## config.mk

```make
export PLATFORM = sky130hd
export DESIGN_NAME = hazard_controller
export DESIGN_NICKNAME = d
export VERILOG_FILES = /design/src/rtl/hazard_controller.sv
export SDC_FILE = /design/constraint.sdc
export NUM_CORES = 1
export LEC_CHECK = 0
export ABC_CLOCK_PERIOD_IN_PS = 2800
export BUFFER_PORTS_ARGS = -buffer_cell sky130_fd_sc_hd__clkbuf_2
export CAP_MARGIN = 20
export CORE_MARGIN = 4
export CORE_UTILIZATION = 45
export DETAILED_ROUTE_END_ITERATION = 8
export PLACE_DENSITY = 0.68
export RECOVER_POWER = 100
export SYNTH_ARGS = -nofsm -noshare
export SYNTH_HDL_FRONTEND = slang
export SYNTH_SLANG_ARGS = --single-unit
```

## constraint.sdc

```tcl
create_clock -name clk -period 2.8 [get_ports clk]
set_input_delay 0.14 -clock clk [delete_from_list [all_inputs] [get_ports clk]]
set_output_delay 0.14 -clock clk [all_outputs]
set_load 0.02 [all_outputs]
```

## src/rtl/hazard_controller.sv

```systemverilog
// Hazard sequencing for the 5-stage core: load-use stall, MUL/DIV freeze with
// a watchdog, and taken-branch flush. All control outputs are combinational.
module hazard_controller #(
  parameter int MDU_TIMEOUT = 64,
  parameter int CNT_WIDTH   = 16
) (
  input  logic                 clk,
  input  logic                 rst_n,
  input  logic [4:0]           id_rs1_addr,
  input  logic [4:0]           id_rs2_addr,
  input  logic                 id_uses_rs1,
  input  logic                 id_uses_rs2,
  input  logic                 ex_mem_read,
  input  logic [4:0]           ex_rd_addr,
  input  logic                 ex_mdu_op,
  input  logic                 ex_branch_taken,
  input  logic                 mdu_done,
  output logic                 mdu_start,
  output logic                 stall_if,
  output logic                 stall_id,
  output logic                 stall_ex,
  output logic                 bubble_ex,
  output logic                 flush_id,
  output logic                 mdu_timeout,
  output logic [CNT_WIDTH-1:0] stall_count
);
  localparam int TW = $clog2(MDU_TIMEOUT + 1);

  typedef enum logic [1:0] {RUN, LOAD_STALL, MDU_WAIT} state_t;

  state_t               state_q, state_d;
  logic [TW-1:0]        timer_q, timer_d;
  logic                 timeout_q, timeout_set;
  logic [CNT_WIDTH-1:0] cnt_q;
  logic                 load_use;
  logic                 start_c, sif_c, sid_c, sex_c, bub_c, flush_c;

  // x0 is hardwired zero, so a load targeting it never creates a dependency
  assign load_use = ex_mem_read && (ex_rd_addr != 5'd0) &&
                    ((id_uses_rs1 && (id_rs1_addr == ex_rd_addr)) ||
                     (id_uses_rs2 && (id_rs2_addr == ex_rd_addr)));

  always_comb begin
    state_d     = state_q;
    timer_d     = timer_q;
    timeout_set = 1'b0;
    start_c     = 1'b0;
    sif_c       = 1'b0;
    sid_c       = 1'b0;
    sex_c       = 1'b0;
    bub_c       = 1'b0;
    flush_c     = 1'b0;
    case (state_q)
      RUN: begin
        if (ex_mdu_op) begin
          start_c = 1'b1;
          sif_c   = 1'b1;
          sid_c   = 1'b1;
          sex_c   = 1'b1;
          timer_d = '0;
          state_d = MDU_WAIT;
        end else if (ex_branch_taken) begin
          flush_c = 1'b1;
          bub_c   = 1'b1;
        end else if (load_use) begin
          sif_c   = 1'b1;
          sid_c   = 1'b1;
          bub_c   = 1'b1;
          state_d = LOAD_STALL;
        end
      end
      LOAD_STALL: state_d = RUN;
      MDU_WAIT: begin
        timer_d = timer_q + 1'b1;
        if (mdu_done) begin
          state_d = RUN;
        end else if (timer_q == TW'(MDU_TIMEOUT - 1)) begin
          // forced release: let EX advance with whatever it holds and flag it
          state_d     = RUN;
          timeout_set = 1'b1;
        end else begin
          sif_c = 1'b1;
          sid_c = 1'b1;
          sex_c = 1'b1;
        end
      end
      default: state_d = RUN;
    endcase
  end

  always_ff @(posedge clk or negedge rst_n) begin
    if (!rst_n) begin
      state_q   <= RUN;
      timer_q   <= '0;
      timeout_q <= 1'b0;
      cnt_q     <= '0;
    end else begin
      state_q <= state_d;
      timer_q <= timer_d;
      if (timeout_set) timeout_q <= 1'b1;
      if (sif_c && (cnt_q != {CNT_WIDTH{1'b1}})) cnt_q <= cnt_q + 1'b1;
    end
  end

  // Gate with rst_n so outputs fall immediately, even with live EX inputs
  assign mdu_start   = rst_n & start_c;
  assign stall_if    = rst_n & sif_c;
  assign stall_id    = rst_n & sid_c;
  assign stall_ex    = rst_n & sex_c;
  assign bubble_ex   = rst_n & bub_c;
  assign flush_id    = rst_n & flush_c;
  assign mdu_timeout = timeout_q;
  assign stall_count = cnt_q;
endmodule

```

==> results.md <==
- The run finished with clean final reports.
- The worst pin sits at a relative slew slack of 65.4%.
- The growth of design area from synthesis to finish is 17.4%.
- The filler-free cell count of the finished design is 244.
- Summing all non-filler instances in the final layout gives an area of 1790 sq um.
- The number of global-route vias before repair was 1319.
- CTS built an H-tree with a depth of 1.
- The weighted congestion at the end of routability-driven global placement is 0.834.
- The per-cell routed wire length is 13.9 um.
- The data required time at the worst endpoint is 2.66 ns.
- The worst IR drop on VDD is 0.220 mV.
- The number of standard-cell rows in the floorplan is 20.
- During placement, the flow inserted port buffers numbering 45.
- The initial cell density of the core is 48.3%.
- The die covers 4380 sq um.
- The Yosys step of the flow raised 0 warnings.
- The number of nets in the synthesized netlist is 177.
- Among all cell types in the netlist, the one instantiated most often is dfrtp_1.
- TritonCTS built the clock tree.
- The sum of internal, switching and leakage power is 1.03 mW.
- The count of clock tree sinks is 26.
- The share of synthesized flip-flops with an asynchronous set or reset is 100%.
- After clock tree synthesis, the repair step resized 0 gates.
- The insertion delay to the later sink of the worst-skew pair is 0.32 ns.
- The total routing usage reported by global routing is 17.2%.
- Pin placement for this block handled 46 I/O pins.
- The worst-case clock skew is 0.00118 ns.
- The classification of the worst-slack hold path is in2reg.
- The endpoint type of the worst setup path is an output port.
- The number of nets with antenna violations after detailed routing is 0.
- Setup repair after global routing left no endpoint under its margin.
- The tree is rooted in a clkbuf_4.
- STA classifies the critical path startpoint as a register.
- The leading register cell type out of synthesis is dfrtp_1.
- 0 antenna diodes ended up in the layout.
- The synthesis-stage register bit count is 26.
- The DRC marker count from the first detailed-route iteration is 72.
- Sorting the synthesized cells by how often they occur yields dfrtp_1 (26), xnor2_1 (23), and3_1 (16), nand2_1 (13), nand3_2 (9).
- Of all cell types, the one taking the most synthesized area is dfrtp_1.
- At the worst endpoint, the arrival time is 2.20 ns.
- Clock tree synthesis inserted a total of 3 buffers.
- The number of slew-limit violations in the final report is 0.
- The count of distinct cell types in the synthesized netlist is 33.
- The number of post-CTS setup repair buffers is 0.
- After clock tree synthesis, the clock-pin slew on the worst setup and hold paths is 0.14 ns.
- The final hold violation count is 0.
- Hold timing on the final database bottoms out at a slack of 0.00737 ns.
- Ranked by total cell area, the synthesized netlist is headed by dfrtp_1 (43%), xnor2_1 (13%), and3_1 (6.6%).
- The final wirelength is 3400 um.
- The worst path in the final design needs a cycle of 2.34 ns, including I/O delays and setup.
- Sequential elements use 42.7% of the synthesized area.
- In the synthesized netlist, the number of instances is 152.
- The cell count after placement is 239.
- The setup TNS after final layout is 0 ns.
- The HPWL reported at the end of detailed placement is 2700 um.
- The first detailed-routing pass took 4 iterations.
- The die is 66.2 um tall.
- The initial antenna violation count is 0.
- At the pin with the least slew margin, the transition time is 0.518 ns.
- The setup-violating endpoint count in the final report is 0.
- The synthesized design devotes to its leading area cell type 42.7% of total area.
- The synthesized area per cell is 10.0 sq um.
- The total cell area at the placement stage is 1790 sq um.
- Of the available clock period, the critical path in the final layout requires 83.6%.
- The number of design rule violations left after detail routing is 0.
- The tool flagged a number of max-cap violations equal to 0.
- The total overflow left after global routing is 0.
- The net count of the finished layout is 226.
- The maximum number of buffers from clock root to sink is 2.
- The via count is 1311.
- The fraction of layout instances using a drive strength above 1 is 18.0%.
- The biggest fanout along the worst timing path is 16.
- The analysis attributes to cell leakage a power of 0.819 nW.
- The width of the die is 66.2 um.
- The power per unit of standard cell area is 575 nW/um^2.
- The largest net degree at the start of global routing is 30.
- After detailed routing, the number of vias per cell comes to 5.37.
- The hold-fix buffer count after cts is 1.
- The netlist area before placement is 1520 sq um.
- The top achievable clock speed is 427 MHz.
- The global-route wire length before repair is 5870 um.
- The critical path class is reg2out.
- Counting the fill cells in the layout gives 317.
- The synthesized design contains 0 enable-type register cells.
- The core region is 3150 sq um.
## path summary, 6_finish.rpt
kind / from / end / slack [ns] / cells after the start
min in group asynchronous: rst_n / timer_q[4]$_DFFE_PN0P_ / 0.40 / 3
setup / recovery: timer_q[0]$_DFFE_PN0P_ / stall_id / 0.46 / 7
setup reg to reg: stall_count[6]$_DFFE_PN0P_ / stall_count[10]$_DFFE_PN0P_ / 0.67 / 7
hold / removal: ex_mdu_op / state_q[0]$_DFFE_PN0P_ / 0.007 / 2
max in group asynchronous: rst_n / stall_count[10]$_DFFE_PN0P_ / 2.14 / 3
hold reg to reg: mdu_timeout$_DFFE_PN0P_ / mdu_timeout$_DFFE_PN0P_ / 0.47 / 1
## sequential cells by signal, indices dropped and copies added (netlist names)
name,cells
mdu_timeout,1
timer_q,7
state_q,2
stall_count,16
## per-stage QoR
| stage | util (%) | setup WS [ns] |
|---|---|---|
| final | 56.7 | 0.459 |
| after global routing | 56.7 | 0.258 |
| after CTS | 58.2 | 0.451 |
| after detailed placement | 56.7 | 0.750 |
| after global placement | 56.7 | 0.789 |
| after floorplan | - | 0.796 |
## cell type report
class,instances,area [sq um],share of cell area (%)
clock buffer,4,36.3,2.03
multi-input combinational,118,812,45.4
timing repair buffer,48,219,12.2
inverter,4,15.0,0.840
sequential,26,651,36.4
tap,44,55.1,3.08
## per-layer routing
layer  track usage, %  routed length [um]  vias to the layer above
met2             27.9                1600                       46
li1                 -                   -                      635
met4             7.61                  72                        0
met1             23.0                1570                      623
met5                0                   0                        -
met3             2.04                 165                        7
## cells in the final DEF, fill, tap and decap left out, drive strengths merged
cell and instances:
clkbuf 50, dfrtp 26, xnor2 23, and3 16
nand3 15, nand2 13, o21ai 7, nor2 6
nand4 5, inv 4, mux2i 4, nor3 3
nand2b 3, a21oi 3, and2 3, or4 2
ha 2, mux2 2, nor4bb 1, o22ai 1
o21a 1, o311ai 1, a31o 1, nor4b 1
nor2b 1, o21bai 1, a21o 1, and4 1
a22o 1, dlygate4sd3 1, buf 1
## where the power goes
group	switching, mW	internal [mW]
sequential	0.0805	0.438
clock	0.115	0.0796
combinational	0.187	0.128
## cell families (layout without fill, tap and decap cells)
group                      count (synthesis)  in the layout  share of synthesized area [%]
and+or+nand+nor                           70             70                           27.9
DFF                                       26             26                           42.7
xor gates and xnor gates                  23             23                           13.2
AOI/OAI and AO/OA                         17             17                           7.48
buffers and inverters                      8             56                           2.96
muxes                                      6              6                           4.11
adders and majority gates                  2              2                           1.64
## worst max-delay path: stages (launching register included)
cell      delay [ns]
dfrtp_1         0.42
ha_1            0.22
nand2_1         0.08
o311ai_0        0.32
a21oi_1         0.16
a31o_4          0.31
and2_1          0.19
clkbuf_1        0.17
(Power assumes the default switching activity.)
